--- config.mk ---
export PLATFORM = sky130hd
export DESIGN_NAME = cp_sequencer
export DESIGN_NICKNAME = d
export VERILOG_FILES = /design/src/rtl/cp_pkg.sv /design/src/rtl/cp_beat_counter.sv /design/src/rtl/cp_sequencer.sv
export SDC_FILE = /design/constraint.sdc
export NUM_CORES = 1
export LEC_CHECK = 0
export ABC_AREA = 1
export ABC_CLOCK_PERIOD_IN_PS = 2450
export BUFFER_PORTS_ARGS = -buffer_cell sky130_fd_sc_hd__buf_2
export CORE_UTILIZATION = 51
export DETAILED_ROUTE_END_ITERATION = 8
export PLACE_DENSITY = 0.85
export SLEW_MARGIN = 10
export SYNTH_ARGS = -nofsm -noshare
export SYNTH_HDL_FRONTEND = slang
export SYNTH_SLANG_ARGS = --single-unit
--- constraint.sdc ---
create_clock -name clock -period 2.45 [get_ports clock]
set_input_delay 0.245 -clock clock [delete_from_list [all_inputs] [get_ports clock]]
set_output_delay 0.245 -clock clock [all_outputs]
set_load 0.02 [all_outputs]
--- src/rtl/cp_pkg.sv ---
// Shared types for the coprocessor control sequencer.
// State encoding is fixed so software can decode the state output.
package cp_pkg;

  localparam int unsigned STATE_W = 3;

  typedef enum logic [STATE_W-1:0] {
    ST_IDLE    = 3'd0,
    ST_WEIGHTS = 3'd1,
    ST_DATA    = 3'd2,
    ST_RESULT  = 3'd3,
    ST_OUTPUT  = 3'd4
  } state_e;

endpackage

--- src/rtl/cp_beat_counter.sv ---
// Saturating-free event counter that returns to zero on its last value.
// Used for stream beats, tiles and blocks.
module cp_beat_counter #(
  parameter int unsigned CNT_W = 8
) (
  input  logic             clock,
  input  logic             reset,
  input  logic             clr,
  input  logic             inc,
  input  logic [CNT_W-1:0] last_val,
  output logic [CNT_W-1:0] count,
  output logic             is_last
);

  logic [CNT_W-1:0] count_q, count_d;

  assign is_last = (count_q == last_val);
  assign count   = count_q;

  always_comb begin
    count_d = count_q;
    if (clr)
      count_d = '0;
    else if (inc)
      count_d = is_last ? '0 : count_q + CNT_W'(1);
  end

  always_ff @(posedge clock) begin
    if (reset) count_q <= '0;
    else       count_q <= count_d;
  end

endmodule

--- src/rtl/cp_sequencer.sv ---
// Coprocessor control sequencer: weights -> (data -> result) x tiles,
// repeated per block, then output drain. Counts set at run time.
module cp_sequencer
  import cp_pkg::*;
#(
  parameter int unsigned CNT_W   = 8,
  parameter int unsigned STATE_W = cp_pkg::STATE_W
) (
  input  logic               clock,
  input  logic               reset,
  input  logic               enable,
  input  logic [CNT_W-1:0]   cfg_weight_beats,
  input  logic [CNT_W-1:0]   cfg_data_beats,
  input  logic [CNT_W-1:0]   cfg_tiles,
  input  logic [CNT_W-1:0]   cfg_blocks,
  input  logic [CNT_W-1:0]   cfg_out_beats,
  input  logic               wt_valid,
  output logic               wt_ready,
  input  logic               dat_valid,
  output logic               dat_ready,
  input  logic               res_valid,
  output logic               out_valid,
  input  logic               out_ready,
  output logic [STATE_W-1:0] state,
  output logic [CNT_W-1:0]   tile_idx,
  output logic [CNT_W-1:0]   block_idx,
  output logic               busy,
  output logic               done,
  output logic               abort,
  output logic               cfg_err
);

  state_e state_q;
  logic [CNT_W-1:0] w_q, d_q, t_q, b_q, o_q;
  logic done_q, abort_q, err_q, err_seen_q;

  logic in_i, in_w, in_d, in_r, in_o;
  logic cfg_bad, cnt_clr, res_hit;
  logic beat_inc, beat_last, tile_last, blk_last;
  logic [CNT_W-1:0] beat_lv, beat_cnt;

  assign in_i = (state_q == ST_IDLE);
  assign in_w = (state_q == ST_WEIGHTS);
  assign in_d = (state_q == ST_DATA);
  assign in_r = (state_q == ST_RESULT);
  assign in_o = (state_q == ST_OUTPUT);

  assign wt_ready  = in_w;
  assign dat_ready = in_d;
  assign out_valid = in_o;
  assign busy      = ~in_i;
  assign state     = STATE_W'(state_q);
  assign done      = done_q;
  assign abort     = abort_q;
  assign cfg_err   = err_q;

  assign cfg_bad = (cfg_weight_beats == '0) | (cfg_data_beats == '0)
                 | (cfg_tiles == '0) | (cfg_blocks == '0)
                 | (cfg_out_beats == '0);

  // Gating with enable makes abort win over a simultaneous last beat.
  assign cnt_clr  = ~enable | in_i;
  assign res_hit  = enable & in_r & res_valid;
  assign beat_inc = enable & ((in_w & wt_valid) | (in_d & dat_valid)
                            | (in_o & out_ready));

  always_comb begin
    beat_lv = '0;
    unique case (1'b1)
      in_w:    beat_lv = w_q - CNT_W'(1);
      in_d:    beat_lv = d_q - CNT_W'(1);
      in_o:    beat_lv = o_q - CNT_W'(1);
      default: beat_lv = '0;
    endcase
  end

  cp_beat_counter #(.CNT_W(CNT_W)) u_beat (
    .clock(clock), .reset(reset), .clr(cnt_clr), .inc(beat_inc),
    .last_val(beat_lv), .count(beat_cnt), .is_last(beat_last)
  );

  cp_beat_counter #(.CNT_W(CNT_W)) u_tile (
    .clock(clock), .reset(reset), .clr(cnt_clr), .inc(res_hit),
    .last_val(t_q - CNT_W'(1)), .count(tile_idx), .is_last(tile_last)
  );

  cp_beat_counter #(.CNT_W(CNT_W)) u_block (
    .clock(clock), .reset(reset), .clr(cnt_clr),
    .inc(res_hit & tile_last),
    .last_val(b_q - CNT_W'(1)), .count(block_idx), .is_last(blk_last)
  );

  always_ff @(posedge clock) begin
    if (reset) begin
      state_q    <= ST_IDLE;
      w_q        <= '0;
      d_q        <= '0;
      t_q        <= '0;
      b_q        <= '0;
      o_q        <= '0;
      done_q     <= 1'b0;
      abort_q    <= 1'b0;
      err_q      <= 1'b0;
      err_seen_q <= 1'b0;
    end else begin
      done_q  <= 1'b0;
      abort_q <= 1'b0;
      err_q   <= 1'b0;
      if (!enable) err_seen_q <= 1'b0;
      if (!in_i && !enable) begin
        state_q <= ST_IDLE;
        abort_q <= 1'b1;
      end else begin
        unique case (state_q)
          ST_IDLE: if (enable) begin
            if (cfg_bad) begin
              err_q      <= ~err_seen_q;
              err_seen_q <= 1'b1;
            end else begin
              w_q     <= cfg_weight_beats;
              d_q     <= cfg_data_beats;
              t_q     <= cfg_tiles;
              b_q     <= cfg_blocks;
              o_q     <= cfg_out_beats;
              state_q <= ST_WEIGHTS;
            end
          end
          ST_WEIGHTS:
            if (beat_inc && beat_last) state_q <= ST_DATA;
          ST_DATA:
            if (beat_inc && beat_last) state_q <= ST_RESULT;
          ST_RESULT: if (res_valid) begin
            if (!tile_last)     state_q <= ST_DATA;
            else if (!blk_last) state_q <= ST_WEIGHTS;
            else                state_q <= ST_OUTPUT;
          end
          ST_OUTPUT: if (beat_inc && beat_last) begin
            state_q <= ST_IDLE;
            done_q  <= 1'b1;
          end
          default: state_q <= ST_IDLE;
        endcase
      end
    end
  end

endmodule

# Yosys cells after proc, flatten, opt, wreduce, memory -nomap -nowiden
# Cells that the tools add are included.
# W data, S select, Z words.
[totals]
inputBits = 47
ff_bits = 71
[classes]
n_mux = 20
n_reduce_logical = 16
add_sub_neg = 8
eq_ne = 13
bitwise_logic = 20
[ops]
columns = ["operator", "count"]
rows = [
  ["$logic_not A8 Y1", 5],
  ["$sub A8 B1 Y8 const B", 5],
  ["$add A8 B1 Y8 const B", 3],
  ["$eq A8 B8 Y1", 3],
  ["$mux W3", 8],
  ["$mux W8", 3],
  ["$pmux W8 S3", 1],
  ["$pmux W3 S5", 1],
  ["$and A1 B1 Y1", 7],
  ["$mux W1", 7],
  ["$or A1 B1 Y1", 7],
  ["$eq A3 B2 Y1 const B", 2],
  ["$ne A2 B1 Y1 const B", 3],
  ["$ne A2 B2 Y1 const B", 3],
  ["$not A1 Y1", 6],
  ["$reduce_and A6 Y1", 1],
  ["$reduce_or A5 Y1", 1],
  ["$reduce_and A4 Y1", 1],
  ["$reduce_or A2 Y1", 2],
  ["$eq A3 B1 Y1 const B", 1],
  ["$eq A3 B3 Y1 const B", 1],
  ["$logic_not A3 Y1", 1],
  ["$reduce_or A3 Y1", 1],
  ["$logic_and A1 B1 Y1", 2],
  ["$logic_not A1 Y1", 2],
]

# Logic depth before layout (Yosys ltp)
[depth]
word_depth = 9
ltp_mapped = 21
mapped_depth_nobuf = 20

# Modules after synthesis
# A second synthesis with hierarchy kept.
[unflattened]
cells_unflattened = 627
hier_area_um2 = 4139.0
[by_module_without_submodules]
columns = ["mod", "instances", "cells_per_inst", "seq_area_each_um2", "area_per_inst_um2"]
rows = [
  ["cp_sequencer", 1, 384, 940.9, 2555.0],
  ["cp_beat_counter", 3, 81, 160.2, 528.0],
]

# Worst setup path before layout
# Ideal clock, no wire load.
[synth_timing]
path_kind = "register to register"
start = "register state_q[2] (netlist: state[2])"
end = "register state_q[1] (netlist: state[1])"
setup_slack_ns = -0.218
n_path_buf = 1
stages_incl_launch_ff = 21
t_arrival_ns = 2.551
cell_sequence = "dfxtp_1 -> buf_4 -> inv_2 -> nand3_4 -> nand3_1 -> nand2_1 -> inv_1 -> ha_1 -> inv_1 -> nand2_1 -> xnor2_1 -> nor2_1 -> nand3_1 -> nor2_1 -> nand3_1 -> nor2_4 -> nand3_4 -> nand2_4 -> nand3_1 -> nand2_1 -> nor2_1"
[synth_between]
elab_chain_len = 8
[synth_lines]
columns = ["item", "line_no", "text"]
rows = [
  ["start, declared", "cp_sequencer.sv:33", "state_e state_q;"],
  ["start signal, assigned", "cp_sequencer.sv:95", "state_q <= ST_IDLE;"],
  ["start signal, assigned", "cp_sequencer.sv:111", "state_q <= ST_IDLE;"],
  ["start signal, assigned", "cp_sequencer.sv:125", "state_q <= ST_WEIGHTS;"],
  ["$eq A3 B1 Y1 or $eq A3 B2 Y1 (tied branches)", "cp_sequencer.sv:43, cp_sequencer.sv:114, cp_sequencer.sv:44", ""],
  ["$and A1 B1 Y1", "cp_sequencer.sv:64", "assign beat_inc = enable & ((in_w & wt_valid) | (in_d & dat_valid)"],
  ["$or A1 B1 Y1", "cp_sequencer.sv:64", ""],
  ["$or A1 B1 Y1", "cp_sequencer.sv:65", "| (in_o & out_ready));"],
  ["$and A1 B1 Y1", "cp_sequencer.sv:64", ""],
  ["$logic_and A1 B1 Y1", "cp_sequencer.sv:129, cp_sequencer.sv:131, cp_sequencer.sv:137", ""],
  ["$ne A2 B1 Y1 (no source line)", "n/a", ""],
  ["$reduce_and A6 Y1 (no source line)", "n/a", ""],
]
# Several ways; a longest one is shown, not always the timed one.
# A chain may end at the register's enable or synchronous reset.

# Worst setup path in the final report
[layout_timing]
start = "register state_q[0] (netlist: state[0])"
end = "register state_q[2] (netlist: state[2])"
# The elaborated chain is that of the path after synthesis.

==> run metrics <==
status complete, but fails checks; failing checks negative setup slack; Hold Path Sink abort$_SDFF_PP0_; syn_nets between 600 and 700; startpoint types flop; most frequent cell after synthesis inv_1; fin area between 0.004 and 0.005 mm²; most frequent CP cell nor2_4; worst setup margin -0.128 ns; synthesized instance count roughly 570; Die W slightly above 90 µm; remaining global-route overflow 0; clk_skew approximately 0.013 ns; Main synth FF type dfxtp_1; CTS sink cnt 71; share of cells above drive strength 1 0.264; gpl congestion about 0.9; Hold WS between 0.1 and 0.15 ns; dominant cells by area after synthesis dfxtp_1, inv_1, nand2_1, a21oi_1, nand3_1; Leak roughly 2.4 nW; pwr/cell area approximately 1100 mW/mm²; multi-input logic area roughly 0.0023 mm²; drt drc 0; Util after Layout 0.671; final worst-path cycle share 1.05; die footprint between 0.008 and 0.009 mm²; pre-CTS WS -0.0456 ns; CP top delay family simple AND/OR/NAND/NOR gates; crit path max fanout 7; First DRT Iteration DRCs 240; clk buf depth 2; Layout area overhead 24.4%; Routed wire per std cell 13.5 µm; clock latency reported for the late side of the worst-skew pair 0.36 ns; Yosys top cell area share 0.354; initial antenna violation count 0; RR Endpoint state[2]$_SDFFE_PP0P_; number of flops mapped to enable cells by yosys 0; detailed-route via count between 4,000 and 5,000; crit path cell chain nor2_4 > nand2_8 > nand2_4 > nor2_4 > nor2_4 > ha_4 > inv_2 > nand2_2 > xnor2_2 > nor2_1 > nand3_1 > nor2_1 > nand3_1 > nor2_4 > nand3_4 > nand2_4 > nand3_2 > nand2_2 > nor2_2; maximum vdd drop about 0.00051 V; All-Layer GR Usage 0.251; dpl hpwl around 7.6 mm; CTS tree done; Reg-to-Reg Start state[0]$_SDFFE_PP0P_; Netlist cell types 37; largest net degree at the start of global routing a little over 80; synthesized flop and latch total a little over 70; Max stage delay on crit path between 0.3 and 0.4 ns; number of nets with antenna violations after routing 0; Worst Path Required 2.69 ns; Crit-path slowest cell dfxtp_4; f_max 388 MHz; fill cell count 617; list of most frequent post-synthesis cells inv_1, nand2_1, dfxtp_1; Final Critical Period roughly 2.6 ns; # rows 31; RSZ-0062 raised after global routing true; ant diodes 0; critical path data arrival time 2.82 ns; cell area after synthesis between 0.004 and 0.005 mm²; Tot Pwr 0.00554 W; WHS Path Cells 2; total core area about 0.0074 mm²; DR pass1 iterations 5; Avg Cell Area, Syn 7.01 µm²; CP bufs+invs 1; R2R cell count 19; Placed Area 0.00460 mm²; CTS root buffer clkbuf_8; cell taking the most area after synthesis dfxtp_1; register area share after synthesis 0.354; htree depth 3; Yosys warnings 0; total wire length ~10 mm; max-slew headroom at the worst pin 0.394; first-pass GRT wire length roughly 17 mm; Inserted Clock Buffers 9; Setup crit end kind flop; vias per cell between 5 and 6; total of max-cap violations 0; Final nets around 700; r2r setup slk -0.13 ns; Slew Viols, Final 0; hold_sp reset; vias in the first global route between 3,000 and 4,000; Initial Utilization 0.539; actual slew at the worst max-slew pin 0.909 ns; final setup vio count 7; ys async rst share 0; Hold Path Class in2reg; I/O Buffers between 70 and 80; register area between 0.001 and 0.0015 mm²; Top-Level Pins 73; CP Class reg2reg; Worst-path clk slew 0.08 ns; Die Y approximately 91 µm; final hold vios 0
## per-stage QoR
step                cells  TNS (ns)
floorplan             573         0
global placement      745         0
detailed placement    745    -0.162
CTS                   763         0
global route          770     -2.05
finish                770    -0.275
## state kept, by name (all words and copies together), names as in the netlist
| name | flops |
|---|---|
| o_q | 8 |
| u_block.count | 8 |
| err_seen_q | 1 |
| cfg_err | 1 |
| u_tile.count | 8 |
| done | 1 |
| b_q | 8 |
| w_q | 8 |
| t_q | 8 |
| abort | 1 |
| u_beat.count | 8 |
| d_q | 8 |
| state | 3 |
## cells by family after synthesis
| family | count (synthesis) | share of synthesized area |
|---|---|---|
| AND/OR/NAND/NOR | 249 | 0.317 |
| adder cells (fa/ha/maj) | 6 | 0.0187 |
| XOR/XNOR | 32 | 0.0698 |
| flip-flops | 71 | 0.354 |
| buffers and inverters | 109 | 0.104 |
| AO/OA/AOI/OAI | 106 | 0.136 |
## layout by cell type (no fill, tap or decap), types with 2 or more instances in the layout
master / instances
clkinv_4: 2
nor3b_1: 2
or2_2: 3
xor2_1: 24
a21oi_1: 54
nor2_4: 9
nor3_1: 7
dfxtp_1: 68
bufinv_16: 2
clkbuf_8: 10
buf_2: 72
nand3_4: 3
buf_4: 23
nor2_1: 41
ha_1: 4
nand2_4: 2
inv_6: 3
inv_2: 7
nand3_2: 8
nand2_2: 13
nand3_1: 43
nor2_2: 5
o21ai_0: 46
nor3_2: 4
nand3b_1: 2
dfxtp_4: 3
xnor2_1: 7
nand4_1: 16
inv_1: 85
nand2_1: 77
nor4_1: 10
## worst max path at each step
stage	from	to	slack [ns]	cells after the start
final	state[0]$_SDFFE_PP0P_	state[2]$_SDFFE_PP0P_	-0.13	19
after global routing	state[0]$_SDFFE_PP0P_	state[2]$_SDFFE_PP0P_	-0.30	19
after CTS	t_q[0]$_SDFFE_PP0P_	u_block.count[7]$_SDFFE_PP0P_	0.008	13
after detailed placement	state[2]$_SDFFE_PP0P_	state[1]$_SDFFE_PP0P_	-0.05	19
after global placement	state[2]$_SDFFE_PP0P_	done$_SDFF_PP0_	0.07	17
after floorplan	state[2]$_SDFFE_PP0P_	state[0]$_SDFFE_PP0P_	0.005	21
## what timing repair did
item / CTS / global route
cloned: 0 / 0
pin swaps: 8 / 5
resized for setup: 9 / 17
hold buffers: 0 / 0
buffers inserted: 2 / 7
hold endpoints to repair: 0 / 0
setup endpoints to repair: 10 / 20
## metal layers
| layer | vias up | track usage | part of all wire |
|---|---|---|---|
| met5 | - | 0 | 0 |
| li1 | 2056 | - | - |
| met4 | 0 | 0.117 | 0.023 |
| met2 | 149 | 0.406 | 0.47 |
| met1 | 1913 | 0.320 | 0.44 |
| met3 | 27 | 0.0505 | 0.059 |
## area by class of cell
type / instances / share of cell area
Timing Repair Buffer: 96 / 0.111
Sequential cell: 71 / 0.287
Clock buffer: 10 / 0.0276
Inverter: 95 / 0.0739
Multi-Input combinational cell: 393 / 0.458
Clock inverter: 6 / 0.0183
Tap cell: 99 / 0.0248
## power breakdown
| part | internal, W | switching, W |
|---|---|---|
| Combinational | 0.00110 | 0.00178 |
| Sequential | 0.00139 | 0.000190 |
| Clock | 0.000606 | 0.000472 |
| Total | 0.00310 | 0.00244 |
Power figures use the tool's default switching activity.
